--- src/rtl/add_round_key_stage_pkg.sv ---
// Shared AES definitions: state and round-tag types, round counts per key size,
// and the entry record carried by the AddRoundKey output stage.
package AESDefinitions;

  localparam int AES_STATE_SIZE = 16;

  localparam int unsigned AES128_ROUNDS = 10;
  localparam int unsigned AES192_ROUNDS = 12;
  localparam int unsigned AES256_ROUNDS = 14;

  typedef logic [AES_STATE_SIZE-1:0][7:0] state_t;
  typedef logic [3:0]                     roundIdx_t;

  // One buffered result: keyed state plus its round tag and final-round flag.
  typedef struct packed {
    state_t    state;
    roundIdx_t round;
    logic      last;
  } ark_entry_t;

  // Full-width compare, so tags above the final round never alias to it.
  function automatic logic is_final_round(input roundIdx_t r, input int unsigned num_rounds);
    return (32'(r) == num_rounds);
  endfunction

endpackage

--- src/rtl/add_round_key_stage_add_round_key.sv ---
// AddRoundKey: purely combinational bytewise XOR of state and round key.
// Shared with the iterative core, so it carries no storage of its own.
module AddRoundKey
  import AESDefinitions::*;
(
  input  state_t state_i,
  input  state_t key_i,
  output state_t state_o
);

  // XOR every byte of the state with the matching key byte.
  always_comb begin
    state_o = '0;
    for (int i = 0; i < AES_STATE_SIZE; i++) begin
      state_o[i] = state_i[i] ^ key_i[i];
    end
  end

endmodule

--- src/rtl/add_round_key_stage.sv ---
// add_round_key_stage: registered AddRoundKey stage with a valid/ready output.
// Optional build macro ADD_ROUND_KEY_SKID_EN adds a skid register so inReady
// comes straight from a flop; otherwise a single output register is used and
// inReady is combinational from outReady. DEBUG enables a transfer trace.
//
// Handshake: a transfer happens at a rising clock edge when valid and ready
// are both high; a producer holds valid and its data until that edge, and the
// stage holds outState/outRound/outLast stable while outValid && !outReady.
module add_round_key_stage
  import AESDefinitions::*;
#(
  parameter int unsigned NUM_ROUNDS = AES128_ROUNDS
) (
  input  logic      clock,
  input  logic      reset,
  input  logic      inValid,
  output logic      inReady,
  input  state_t    inState,
  input  state_t    inKey,
  input  roundIdx_t inRound,
  output logic      outValid,
  input  logic      outReady,
  output state_t    outState,
  output roundIdx_t outRound,
  output logic      outLast
);

  state_t     xor_state;
  ark_entry_t in_entry;
  ark_entry_t out_q, out_d;
  logic       out_valid_q, out_valid_d;
  logic       accept;
  logic       emit;

  AddRoundKey u_add_round_key (
    .state_i (inState),
    .key_i   (inKey),
    .state_o (xor_state)
  );

  // Build the entry ahead of the register: XOR and last flag are both registered.
  always_comb begin
    in_entry.state = xor_state;
    in_entry.round = inRound;
    in_entry.last  = is_final_round(inRound, NUM_ROUNDS);
  end

  assign accept = inValid && inReady;
  assign emit   = out_valid_q && outReady;

`ifdef ADD_ROUND_KEY_SKID_EN
  ark_entry_t skid_q, skid_d;
  logic       skid_valid_q, skid_valid_d;

  assign inReady = !skid_valid_q;

  // Two-entry occupancy: skid fills only when the output register is stalled,
  // and empties into the output register on the next emit.
  always_comb begin
    out_d        = out_q;
    out_valid_d  = out_valid_q;
    skid_d       = skid_q;
    skid_valid_d = skid_valid_q;
    if (emit) begin
      if (skid_valid_q) begin
        out_d        = skid_q;
        skid_valid_d = 1'b0;
      end else if (accept) begin
        out_d = in_entry;
      end else begin
        out_valid_d = 1'b0;
      end
    end else if (accept) begin
      if (out_valid_q) begin
        skid_d       = in_entry;
        skid_valid_d = 1'b1;
      end else begin
        out_d       = in_entry;
        out_valid_d = 1'b1;
      end
    end
  end

  // Skid register; reset discards its contents immediately.
  always_ff @(posedge clock or posedge reset) begin
    if (reset) begin
      skid_q       <= '0;
      skid_valid_q <= 1'b0;
    end else begin
      skid_q       <= skid_d;
      skid_valid_q <= skid_valid_d;
    end
  end
`else
  assign inReady = !out_valid_q || outReady;

  // Single output register: load on accept, clear valid on a bare emit.
  always_comb begin
    out_d       = out_q;
    out_valid_d = out_valid_q;
    if (accept) begin
      out_d       = in_entry;
      out_valid_d = 1'b1;
    end else if (emit) begin
      out_valid_d = 1'b0;
    end
  end
`endif

  // Output register; reset drops outValid and clears the data asynchronously.
  always_ff @(posedge clock or posedge reset) begin
    if (reset) begin
      out_q       <= '0;
      out_valid_q <= 1'b0;
    end else begin
      out_q       <= out_d;
      out_valid_q <= out_valid_d;
    end
  end

  assign outValid = out_valid_q;
  assign outState = out_q.state;
  assign outRound = out_q.round;
  assign outLast  = out_q.last;

`ifdef DEBUG
  // Trace accepted inputs and emitted outputs.
  always @(posedge clock) begin
    if (!reset && accept) $display("ark in : round=%0d state=%h key=%h", inRound, inState, inKey);
    if (!reset && emit)   $display("ark out: round=%0d last=%0d state=%h", outRound, outLast, outState);
  end
`endif

endmodule
--- config.mk ---
export PLATFORM = sky130hd
export DESIGN_NAME = add_round_key_stage
export DESIGN_NICKNAME = d
export VERILOG_FILES = /design/src/rtl/add_round_key_stage_pkg.sv /design/src/rtl/add_round_key_stage_add_round_key.sv /design/src/rtl/add_round_key_stage.sv
export SDC_FILE = /design/constraint.sdc
export NUM_CORES = 1
export LEC_CHECK = 0
export CAP_MARGIN = 20
export CORE_AREA = 4 4 152 154
export CTS_CLUSTER_DIAMETER = 150
export CTS_CLUSTER_SIZE = 14
export DETAILED_ROUTE_END_ITERATION = 10
export DIE_AREA = 0 0 156 158
export PLACE_DENSITY = 0.66
export SLEW_MARGIN = 0
export SYNTH_ARGS = -nofsm -noshare
export SYNTH_HDL_FRONTEND = slang
export SYNTH_SLANG_ARGS = --single-unit
export TNS_END_PERCENT = 5
--- constraint.sdc ---
create_clock -name clock -period 8.5 [get_ports clock]
set_input_delay 1.7 -clock clock [delete_from_list [all_inputs] [get_ports clock]]
set_output_delay 1.7 -clock clock [all_outputs]
set_load 0.1 [all_outputs]
==> out/results.md <==
### Setup path
• Critical Path Fanout Max: 3
• Crit path depth: 3
• most frequent cell on the critical path: sky130_fd_sc_hd__clkdlybuf4s50_1
• worst path buffer plus inverter count: 2
• required time at the worst-slack endpoint: 6.80 ns
• slowest stage cell, crit path: sky130_fd_sc_hd__clkdlybuf4s50_1
• Largest delay share family, worst path: buffers and inverters
• arrival time at the worst endpoint: 3.45 ns
• Slowest Stage Delay on Critical Path: 1.14 ns
• number of cell instances on the worst register-to-register path: 4
• Setup crit end kind: output port
• ordered cell list for the critical path: clkdlybuf4s50_1, nand2b_4, clkdlybuf4s50_1
• element type at the critical path start: primary input
• kind of critical path: in -> out

### Drt
• Wirelength per Cell: 16.7 µm
• DR vias: 4637
• via-per-instance ratio: 4.18
• DRC: 0
• overall routed net length: 18.6 mm
• final antenna-violating net count: 0
• number of iterations in the first detailed-routing pass: 4
• starting DRC count in detailed routing: 128

### Power and ir drop
• sequential cell fraction of total power: 25.2%
• Max rail drop VDD: 0.116 mV
• power density over the cells: 290 nW/µm²
• switching fraction of total power: 44.6%
• internal power of the cells: 1820 µW
• leak pwr: 0.00491 µW
• proportion of power drawn by the clock network: 26.1%
• net load switching power: 1470 µW
• fraction of power consumed by combinational cells: 48.7%

### Floorplan
• Total Die Area: 24600 µm²
• DIE WIDTH: 156 µm
• initial core utilization: 29.5%
• I/O Pins: 399
• chip height: 158 µm
• Core Region: 21700 µm²
• cell row count: 54

### Final layout
• area taken by flip-flops and latches: 3350 µm²
• area used by multi-input combinational logic: 2930 µm²
• post-layout instance count excluding filler cells: 1110
• most common cell after layout, fill and taps aside: sky130_fd_sc_hd__clkdlybuf4s50_1
• number of inserted diodes: 0
• leading cell types in the layout, fill and taps excluded: sky130_fd_sc_hd__clkdlybuf4s50_1, sky130_fd_sc_hd__dfrtp_1, sky130_fd_sc_hd__xor2_1, sky130_fd_sc_hd__mux2_4, sky130_fd_sc_hd__mux2_2
• fill cell instance count of the final layout: 1923
• post-layout net count: 1083
• area growth from synthesis to final layout: 77.2%
• share of post-route cells with drive strength above 1: 20.2%

### Yosys
• post-synthesis sequential element count: 134
• Yosys top cell by area: sky130_fd_sc_hd__dfrtp_1
• mean post-synth cell area: 15.4 µm²
• top cells by area, synth: sky130_fd_sc_hd__dfrtp_1, sky130_fd_sc_hd__xor2_1, sky130_fd_sc_hd__mux2_4
• gate count after technology mapping: 414
• fraction of the yosys area taken by sequential cells: 52.4%
• share of the synthesized area in the top cell type: 52.4%
• number of warnings reported in the yosys synthesis log: 0
• count of different cell masters after synthesis: 11
• post-synthesis cell area: 6390 µm²
• Net Count, Synth: 678

### Place
• number of I/O port buffers: 398
• placed cell count: 1080
• final weighted congestion of routability-driven global placement: 0.730
• Final HPWL DP: 14.8 mm

### Clock tree
• post-CTS sizing: 0
• number of CTS-inserted buffers: 17
• cts-stage hold buffer count: 0
• CTS tree: yes
• Clock Sink Count: 134
• setup bufs post-CTS: 0
• CTS root buffer: sky130_fd_sc_hd__clkbuf_16
• Max clock buf depth: 2
• H-tree depth reported by CTS: 4
• clock transition at the register clock pins on the worst setup and hold paths after CTS: 0.06 ns
• clock latency reported for the late side of the worst-skew pair: 0.40 ns

### Run status
• status: finished clean

### Global route
• GR Util All Layers: 14.1%
• wire length of the first global-routing pass: 26.7 mm
• antenna violations before repair: 0
• maximum number of pins on one net before global-route repair: 78
• vias in the first global route: 4927
• total global routing overflow: 0

### Hold path
• Worst Hold Depth: 1
• Tightest Hold Check Type: reg -> reg

### STA
• Final Hold Fails: 0
• number of max-slew violations in the final report: 0
• final setup violating endpoints: 0
• Worst Tran Pin Value: 1.04 ns
• clock period minus final worst setup slack: 5.15 ns
• highest achievable clock rate: 194 MHz
• final worst clock skew: 0.00663 ns
• RSZ-0062 raised after global routing: false
• ratio of final minimum period to clock period: 60.6%
• headroom to the max-slew limit: 30.3%
• sum of negative setup slack: 0 ns

### Flow run
• reported max-cap violation count: 0

==> layout make-up <==
class / instances / share of cell area, %
Clock buffer: 18 / 3.88
Multi-Input combinational cell: 265 / 25.9
Timing Repair Buffer: 400 / 35.3
Clock inverter: 12 / 2.21
Inverter: 1 / 0.0773
Tap cell: 280 / 3.09
Sequential cell: 134 / 29.6
==> worst register-to-register path: stages, from the launching register on <==
cell and delay, ns:
sky130_fd_sc_hd__dfrtp_1 0.39, sky130_fd_sc_hd__nand2b_4 0.09, sky130_fd_sc_hd__nand2_8 0.43, sky130_fd_sc_hd__buf_4 1.00, sky130_fd_sc_hd__mux2_2 0.48
==> final timing paths <==
check | start | end | slack [ns]
hold reg to reg | outState[104] | outState[104] | 0.50
hold / removal | outState[104] | outState[104] | 0.50
setup / recovery | outReady | inReady | 3.35
max in group asynchronous | reset | outState[47] | 5.44
setup reg to reg | outValid | outState[116] | 6.00
min in group asynchronous | reset | outState[10] | 1.79
==> flip-flops by register name, indices dropped and copies added, names as in the netlist <==
signal and count:
outLast 1, outRound 4, outState 128, outValid 1
==> logic make-up after synthesis <==
logic type,Yosys count,synth area share (%)
simple gates,4,0.567
buf+inv,15,1.94
flops,134,52.4
mux,133,27.5
xor+xnor,128,17.5
==> power by group through the flow <==
stage	combinational (µW)	sequential, µW	clock [µW]
global placement	1610	834	0
floorplan	233	1750	0
global route	1640	847	912
finish	1600	830	858
detailed placement	1610	836	0
CTS	1620	831	883
==> per-layer routing <==
metal	GRT usage (%)	routed length (µm)
met1	15.5	6800
met2	25.3	9580
met3	5.66	2010
met4	3.71	193
met5	0	0
==> per-stage QoR <==
step                      power (µW)  hold WS, ns  utilization, %  instance area [µm²]  worst slack (ns)
after global routing            3400        0.511            52.2                11300              3.32
after floorplan                 1980         1.18               -                 6390              3.22
final                           3290        0.502            52.2                11300              3.35
after detailed placement        2450        0.492            49.1                10600              3.34
after CTS                       3330        0.505            52.2                11300              3.34
after global placement          2440        0.488            49.1                10600              3.35
==> synth_stat cells <==
| cell type | instances |
|---|---|
| sky130_fd_sc_hd__dfrtp_1 | 134 |
| sky130_fd_sc_hd__xor2_1 | 128 |
| sky130_fd_sc_hd__mux2_4 | 70 |
| sky130_fd_sc_hd__mux2_2 | 63 |
| sky130_fd_sc_hd__buf_6 | 8 |
| sky130_fd_sc_hd__buf_2 | 6 |
| sky130_fd_sc_hd__inv_1 | 1 |
| sky130_fd_sc_hd__nand2_2 | 1 |
| sky130_fd_sc_hd__nand2b_1 | 1 |
| sky130_fd_sc_hd__nand2b_4 | 1 |
| sky130_fd_sc_hd__nor4bb_1 | 1 |
Note: power is estimated with default switching activity, not from simulation.
==> patch, RTL diff (same settings) <==
Change the package constant `AES_STATE_SIZE` from 16 to 8.
--- a/src/rtl/add_round_key_stage_pkg.sv
+++ b/src/rtl/add_round_key_stage_pkg.sv
@@ -2,7 +2,7 @@
 // and the entry record carried by the AddRoundKey output stage.
 package AESDefinitions;
 
-  localparam int AES_STATE_SIZE = 16;
+  localparam int AES_STATE_SIZE = 8;
 
   localparam int unsigned AES128_ROUNDS = 10;
   localparam int unsigned AES192_ROUNDS = 12;
Ports: changed (resized inKey, inState and outState); port bits go from 399 to 207. No check against the original RTL was run, so the function may have changed too.
==> patch against the unedited design <==
- synthesized area decreased by 50%
- wire length down 52%
- utilization down 25 points
- sequential cell count decreased by 64
- final area is 48% lower
- count of clock-buffer cells in the layout down 5
- via count fell by 48%
- total power decreased by 52%
- setup slack better by 0.029 ns
==> patch: results (changes against the unedited design) <==
| Metric | Value |
|---|---|
| Tightest Pin Transition | `1.034 ns (-0.008753 ns)` |
| Violation count after the first detailed-routing iteration | `49 (-62%)` |
| P_leak | `2.404 nW (-51%)` |
| Global-route wire length before repair | `13320 um (-50%)` |
| Synthesized Nets | `351 (-48%)` |
| Final weighted congestion in routability-driven placement | `0.6621 (-9.2%)` |
| Clock buffer count from CTS | `9 (-8)` |
| Number of filler instances in the final layout | `2233 (+16%)` |
| Clk Latency, worst-skew pair | `0.33 ns (-0.07 ns)` |
| Sequential element share of the synthesized area | `54.41% (+2.0 points)` |
| Switch Pwr | `0.7427 mW (-49%)` |
| Placed instance area | `5599 um2 (-47%)` |
| Pin count of the biggest net entering global routing | `71 (-9.0%)` |
| Post-route insts no fill | `712 (-36%)` |
| Via count of the first global-routing pass | `2598 (-47%)` |
| Maximum ir drop on the vdd rail | `106.4 uV (-8.0%)` |
| Top area cells in the synthesized netlist | `dfrtp_1 (54%), mux2_2 (21%), xor2_1 (17%), mux2_4 (4.7%), buf_2 (0.78%)` |
| Final HPWL DP | `6905 um (-53%)` |
| Met1 layer usage reported by global route | `7.134% (-8.4 points)` |
| Top cells by count, synth | `dfrtp_1 (70), xor2_1 (64), mux2_2 (59), mux2_4 (10), buf_2 (5)` |
| Outcome | `completed` |
| Layout Skew | `0.003305 ns (-0.003321 ns)` |
| Placed Cells | `696 (-36%)` |
| Overall routing resource usage | `7.096% (-7.0 points)` |
| Flip-flop count of the largest register after layout | `64 (-50%)` |
| Number of I/O port buffers | `206 (-48%)` |
| Via count of the routed design | `2394 (-48%)` |
| Share of post-route cells with drive strength above 1 | `20.60% (+0.36 points)` |
| Routed len/inst | `12.65 um (-24%)` |
| Data arrival time of the critical path | `3.42 ns (-0.03 ns)` |
| Cell count after synthesis | `215 (-48%)` |
| Setup Slack @ Placement | `3.374 ns (+0.02954 ns)` |
| Met2 routing resource usage after global routing | `12.52% (-13 points)` |
| Number of nets in the finished design | `563 (-48%)` |
| Depth of the CTS H-tree | `3 (-1)` |
| Endpoint type of the worst setup path | `output pin` |
| Global routing met3 resource utilization | `3.636% (-2.0 points)` |
==> patch: cell count changes after synthesis <==
cell,unedited run,this run
dfrtp_1,134,70
xor2_1,128,64
mux2_4,70,10
buf_6,8,2
mux2_2,63,59
buf_2,6,5
nand2_2,1,0
nand2_4,0,1
==> patch: metrics by stage <==
step           util (%)  hold WS, ns  total power [mW]
6_report          27.14       0.5005             1.589
5_1_grt           27.14       0.5116             1.661
4_1_cts           27.14       0.5051             1.626
3_5_place_dp      25.82       0.4922             1.243
3_3_place_gp      25.82       0.4869             1.238
2_1_floorplan         -        1.179             1.006
==> patch: power groups by stage <==
stage                     logic, mW  clock network, mW  registers, mW
final                         0.802              0.361          0.427
after global routing          0.827              0.398          0.436
after CTS                     0.811              0.387          0.428
after detailed placement      0.810                  0          0.433
after global placement        0.808                  0          0.431
after floorplan               0.103                  0          0.903
==> patch: routing by layer <==
metal | vias up | part of all wire [%]
li1 | 1149 | -
met1 | 1127 | 36
met2 | 109 | 52
met3 | 9 | 11
met4 | 0 | 1.4
met5 | - | 0
==> patch: logic make-up after synthesis <==
group / share of synthesized area, %
buffers and inverters: 1.593
xor gates and xnor gates: 17.41
muxes: 25.30
DFF: 54.41
and+or+nand+nor: 1.283
==> patch: cell type report <==
cell class              count  share of cell area, %
clock buffers              13                  4.591
clock inverters             3                 0.2976
inverters                   1                0.06376
multi-input cells         137                  24.06
flip-flops and latches     70                  29.76
well taps                 280                  5.951
repair buffers            208                  35.28
==> patch: critical path: cells and delay by family <==
kind | cells | cell delay [ns]
buffers and inverters | 2 | 1.59
AND/OR/NAND/NOR | 1 | 0.14
==> patch: final timing paths <==
path                               from            to  slack [ns]  depth (start not counted)
setup / recovery               outReady       inReady        3.38                          3
hold / removal             outState[20]  outState[20]        0.50                          1
setup reg to reg               outValid  outState[61]        6.65                          4
hold reg to reg            outState[20]  outState[20]        0.50                          1
max in group asynchronous         reset  outState[63]        5.91                          3
min in group asynchronous         reset  outState[29]        1.97                          3
